`src/rtl/pipeline_hazard_ctrl.sv`:
```
// Hazard/stall controller sitting between ID and the ID/EX register of a
// 5-stage RISC-V pipeline. It inserts LOAD_LAT bubbles on a load-use hazard,
// flushes IF/ID and ID/EX on a taken redirect, and freezes the pipe while
// data memory is busy. All pipe controls are combinational from the inputs
// and the current state, so no latency is added. Two saturating counters
// track bubble cycles and redirects.
//
// Valid/ready contract: mem_busy acts as "not ready" for the whole pipe.
// While it is high, no register advances: no PC, IF/ID, ID/EX or later
// stage and no internal state or counter. A redirect, hazard or bubble
// takes effect only in a cycle where mem_busy is low.
module pipeline_hazard_ctrl #(
  parameter int RA_W     = 5,
  parameter int CTRL_W   = 14,
  parameter int INSTR_W  = 32,
  parameter int LOAD_LAT = 1,
  parameter int CNT_W    = 16
) (
  input  logic               clk,
  input  logic               reset,
  input  logic               ex_memread,
  input  logic [RA_W-1:0]    ex_rd,
  input  logic [RA_W-1:0]    id_rs1,
  input  logic [RA_W-1:0]    id_rs2,
  input  logic               id_use_rs1,
  input  logic               id_use_rs2,
  input  logic               ex_redirect,
  input  logic               mem_busy,
  input  logic               stat_clr,
  input  logic [CTRL_W-1:0]  ctrl_id,
  input  logic [INSTR_W-1:0] instr_id,
  output logic               pc_en,
  output logic               ifid_en,
  output logic               ifid_flush,
  output logic               pipe_en,
  output logic [CTRL_W-1:0]  ctrl_ex,
  output logic [INSTR_W-1:0] instr_ex,
  output logic [CNT_W-1:0]   stall_cnt,
  output logic [CNT_W-1:0]   flush_cnt,
  output logic               state_dbg
);

  localparam int BC_W = (LOAD_LAT < 1) ? 1 : $clog2(LOAD_LAT + 1);

  typedef enum logic {
    RUN      = 1'b0,
    LU_STALL = 1'b1
  } state_t;

  state_t          state;
  logic [BC_W-1:0] bcnt;
  logic            lu_hit;
  logic            redirect_go;
  logic            bubble;

  // Load-use detection against the instruction currently in EX; x0 never hazards.
  assign lu_hit = ex_memread && (ex_rd != '0) &&
                  ((id_use_rs1 && (id_rs1 == ex_rd)) ||
                   (id_use_rs2 && (id_rs2 == ex_rd)));

  // A redirect beats any bubble; once in LU_STALL, detection is ignored.
  assign redirect_go = !mem_busy && ex_redirect;
  assign bubble      = !mem_busy && !ex_redirect && ((state == LU_STALL) || lu_hit);
  assign state_dbg   = state;

  // Pipe control outputs in priority order: reset, freeze, redirect, bubble, normal.
  always_comb begin
    pc_en      = 1'b1;
    ifid_en    = 1'b1;
    ifid_flush = 1'b0;
    pipe_en    = 1'b1;
    ctrl_ex    = ctrl_id;
    instr_ex   = instr_id;
    if (!reset) begin
      pc_en      = 1'b0;
      ifid_en    = 1'b0;
      ifid_flush = 1'b1;
      pipe_en    = 1'b0;
      ctrl_ex    = '0;
      instr_ex   = '0;
    end else if (mem_busy) begin
      pc_en   = 1'b0;
      ifid_en = 1'b0;
      pipe_en = 1'b0;
    end else if (redirect_go) begin
      ifid_flush = 1'b1;
      ctrl_ex    = '0;
      instr_ex   = '0;
    end else if (bubble) begin
      pc_en    = 1'b0;
      ifid_en  = 1'b0;
      ctrl_ex  = '0;
      instr_ex = '0;
    end
  end

  // Stall FSM: bcnt counts the bubbles still owed after the detection cycle.
  always_ff @(posedge clk or negedge reset) begin
    if (!reset) begin
      state <= RUN;
      bcnt  <= '0;
    end else if (!mem_busy) begin
      if (ex_redirect) begin
        state <= RUN;
        bcnt  <= '0;
      end else if (state == LU_STALL) begin
        bcnt <= bcnt - BC_W'(1);
        if (bcnt == BC_W'(1)) state <= RUN;
      end else if (lu_hit && (LOAD_LAT > 1)) begin
        state <= LU_STALL;
        bcnt  <= BC_W'(LOAD_LAT - 1);
      end
    end
  end

  // Saturating event counters; a clear takes precedence over an increment.
  always_ff @(posedge clk or negedge reset) begin
    if (!reset) begin
      stall_cnt <= '0;
      flush_cnt <= '0;
    end else if (stat_clr) begin
      stall_cnt <= '0;
      flush_cnt <= '0;
    end else begin
      if (bubble && (stall_cnt != {CNT_W{1'b1}}))      stall_cnt <= stall_cnt + CNT_W'(1);
      if (redirect_go && (flush_cnt != {CNT_W{1'b1}})) flush_cnt <= flush_cnt + CNT_W'(1);
    end
  end

endmodule

```
`config.mk`:
```
export PLATFORM = sky130hd
export DESIGN_NAME = pipeline_hazard_ctrl
export DESIGN_NICKNAME = d
export VERILOG_FILES = /design/src/rtl/pipeline_hazard_ctrl.sv
export SDC_FILE = /design/constraint.sdc
export NUM_CORES = 1
export LEC_CHECK = 0
export ABC_AREA = 1
export ABC_CLOCK_PERIOD_IN_PS = 1900
export CELL_PAD_IN_SITES_DETAIL_PLACEMENT = 1
export CELL_PAD_IN_SITES_GLOBAL_PLACEMENT = 1
export CORE_MARGIN = 1.5
export CORE_UTILIZATION = 23
export CTS_CLUSTER_DIAMETER = 150
export DETAILED_ROUTE_END_ITERATION = 10
export HOLD_SLACK_MARGIN = 0.02
export PLACE_DENSITY = 0.77
export RECOVER_POWER = 25
export SKIP_LAST_GASP = 1
export SLEW_MARGIN = 5
export SYNTH_ARGS = -nofsm -noshare
export SYNTH_HDL_FRONTEND = slang
export SYNTH_SLANG_ARGS = --single-unit
```
`constraint.sdc`:
```
create_clock -name clk -period 1.9 [get_ports clk]
set_input_delay 0.285 -clock clk [delete_from_list [all_inputs] [get_ports clk]]
set_output_delay 0.285 -clock clk [all_outputs]
set_load 0.02 [all_outputs]
```
==> results by group <==
Final layout
  • Area growth syn-to-layout: 104%
  • Commonest non-fill, non-tap cells in the layout: 81 x clkdlybuf4s50_1, 78 x nand2_1, 77 x inv_1
  • Final Non-Filler Cells: 777
  • Most common cell after layout, fill and taps aside: clkdlybuf4s50_1
  • Nets@finish: 704
  • Fillcell total: 1400
  • Layout cells sized above 1: 0.334
  • Diodes inserted: 0

Timing
  • RSZ-0062 raised after global routing: yes
  • Fmax: roughly 0.49 GHz
  • Slew Viols, Final: 0
  • Relative slew slack: 0.221
  • Final hold vios: 0
  • Crit path time final: just over 2 ns
  • Period utilization: 1.08
  • Slew @ Worst Pin: roughly 1.2 ns
  • TNS Setup: -2.25 ns
  • Final Worst Setup Slack: -0.154 ns
  • Setup violations, final: between 40 and 50
  • Clock skew: approximately 0.0066 ns

CTS
  • CTS Sinks: 34
  • Clock Latency Late Sink: between 0.2 and 0.3 ns
  • Worst-path clk slew: approximately 0.06 ns
  • CTS Buf Count: 5
  • CTS root buf: clkbuf_16
  • Max H-tree Level: 2
  • Clk buf depth: 2
  • CTS tree: built

Floorplan
  • Site row count: 39
  • Die height: 111 um
  • Die area: 0.0124 mm^2
  • Core box area: 0.0114 mm^2
  • I/O pin total: between 150 and 200
  • Initial core utilization: 0.236
  • Die W: 111 um

Critical path
  • CP cell instances: buf_6 > inv_6 > nand4_1 > o21ai_1 > inv_1 > nand2_1 > nand2_2 > a21o_4 > buf_12 > buf_12 > buf_16 > nor2_4 > buf_6
  • Worst path slowest cell: a21o_4
  • Worst stage delay on the critical path: 0.23 ns
  • Largest delay share family, worst path: buffers and inverters
  • Startpoint types: input pin
  • Crit path required time: roughly 1.6 ns
  • Kind of critical path: input pin to output pin
  • Crit end category: output pin
  • Reg-to-Reg Start: flush_cnt[1]
  • FF-to-FF path depth: 7
  • CP Max Fanout: 6
  • CP arrival: 1.77 ns
  • RR Endpoint: flush_cnt[6]
  • Flop2flop setup slack: 0.19 ns
  • Critical path buffers and inverters: 7

Yosys
  • Synthesis-stage register bit count: 34
  • Syn avg cell area: approximately 6.2 um^2
  • Area contributors post-synth: dfrtp_1 32%, nor2_1 13%, nand2_1 13%
  • Post-Syn Area: around 0.0027 mm^2
  • FFs w/ async S/R, synth: 1.00
  • Synth cell types: 27
  • Synthesized instance count: 437
  • Top cell type's share of synthesized area: 0.315
  • Post-synth net total: slightly above 500
  • Register area share after synthesis: 0.315
  • Synth Flop Type: dfrtp_1
  • EDFF count, synth: 0
  • Synthesis Warnings: 0
  • Dominant cell type by area after synthesis: dfrtp_1

GRT
  • First-pass GRT wire length: 19.7 mm
  • Initial antenna violation count: 0
  • Total grt overflow: 0
  • Largest net degree at the start of global routing: 21
  • Vias in the first global route: approximately 4000
  • Overall global routing resource usage: 0.196

Detailed routing
  • Routed Antenna Nets: 0
  • DRC violations left: 0
  • Routed len/inst: around 17 um
  • DRT iter0 DRCs: just under 90
  • Vias per cell: 4.63
  • Total wire length: around 13 mm
  • Via count: around 3600
  • Router iterations before antenna repair: 4

Placement
  • GP Congestion: 0.872
  • HPWL after detailed placement: about 8.6 mm
  • PortBufs: 151
  • Dpl cells: 750

Min path
  • Hold crit path type: input pin to asynchronous set/reset pin

Pwr
  • Worst vdd ir: roughly 0.35 mV
  • Overall power: roughly 2.6 mW
  • PwrDens: ~480 mW/mm^2
  • Leakage: about 2.6 nW

Run status
  • Failing checks: negative setup slack
  • Status: finished with violations

Run
  • Max_cap viols: 0
==> power breakdown <==
part	switching, mW	leakage, nW	internal (mW)	total, mW
clock network	0.307	0.0739	0.520	0.827
logic	0.535	2.05	0.509	1.04
registers	0.0168	0.468	0.746	0.763
==> sequential cells by signal, summed over array words and instances, names as in the netlist <==
name / cells
flush_cnt: 16
bcnt: 1
stall_cnt: 16
state_dbg: 1
==> Yosys cell counts, types with 2 or more instances <==
| cell | n |
|---|---|
| nor3_1 | 12 |
| a21oi_1 | 5 |
| inv_1 | 88 |
| clkbuf_1 | 4 |
| nor2_1 | 92 |
| ha_1 | 2 |
| buf_4 | 2 |
| dfrtp_1 | 34 |
| buf_2 | 8 |
| nand2_1 | 90 |
| nand4_1 | 10 |
| o21ai_0 | 16 |
| nand3_1 | 38 |
| nand2_2 | 3 |
| xor2_1 | 16 |
| xnor2_1 | 3 |
| o31ai_1 | 4 |
==> metal layers <==
metal  part of all wire  wire length (um)  track usage
met1               0.37              4900        0.212
met2               0.56              7400        0.383
met3              0.052               686       0.0487
met4              0.020               269       0.0414
met5                  0                 0            0
==> cell families (layout without fill, tap and decap cells) <==
group,count (synthesis),after routing,synth area share
buf+inv,103,300,0.153
compound gates,28,28,0.0575
fa+ha+maj,2,2,0.00927
xor+xnor,19,19,0.0617
flops,34,34,0.315
simple gates,251,251,0.404
==> worst min-delay path: stages <==
cell	delay, ns
dlygate4sd2_1	0.28
clkbuf_4	0.16
clkbuf_1	0.59
==> worst max path at each step <==
stage	startpoint	endpoint	cells after the start
CTS	ex_redirect	bcnt	14
global placement	ex_rd[1]	instr_ex[14]	11
detailed placement	ex_rd[1]	instr_ex[14]	11
global route	ex_rd[2]	ctrl_ex[6]	13
floorplan	stall_cnt[1]	stall_cnt[3]	11
finish	ex_rd[2]	ctrl_ex[6]	13
==> final cells by class <==
class	count	area, um^2	share of cell area
timing repair buffer	204	2110	0.382
clock inverter	1	5.00	0.000908
inverter	88	343	0.0622
sequential	34	852	0.155
clock buffer	7	143	0.0259
multi-input combinational	300	1890	0.342
tap	143	179	0.0324
==> metrics by stage <==
stage	instance area, um^2	hold slack, ns	setup slack (ns)	util
after CTS	5230	0.249	-0.119	0.458
after floorplan	2700	-0.0106	0.0240	-
after global routing	5510	0.597	-0.255	0.483
after global placement	4580	0.520	-0.829	0.401
after detailed placement	4580	0.549	-0.847	0.401
final	5510	0.516	-0.154	0.483
==> timing repair <==
| item | in CTS | in global routing |
|---|---|---|
| cloned | 6 | 1 |
| setup buffers | 14 | 2 |
| endpoints found under the setup margin | 51 | 73 |
| hold buffers | 0 | 0 |
| pin swaps | 25 | 29 |
| gates resized for setup | 427 | 96 |
Note: power is estimated with default switching activity, not from simulation.
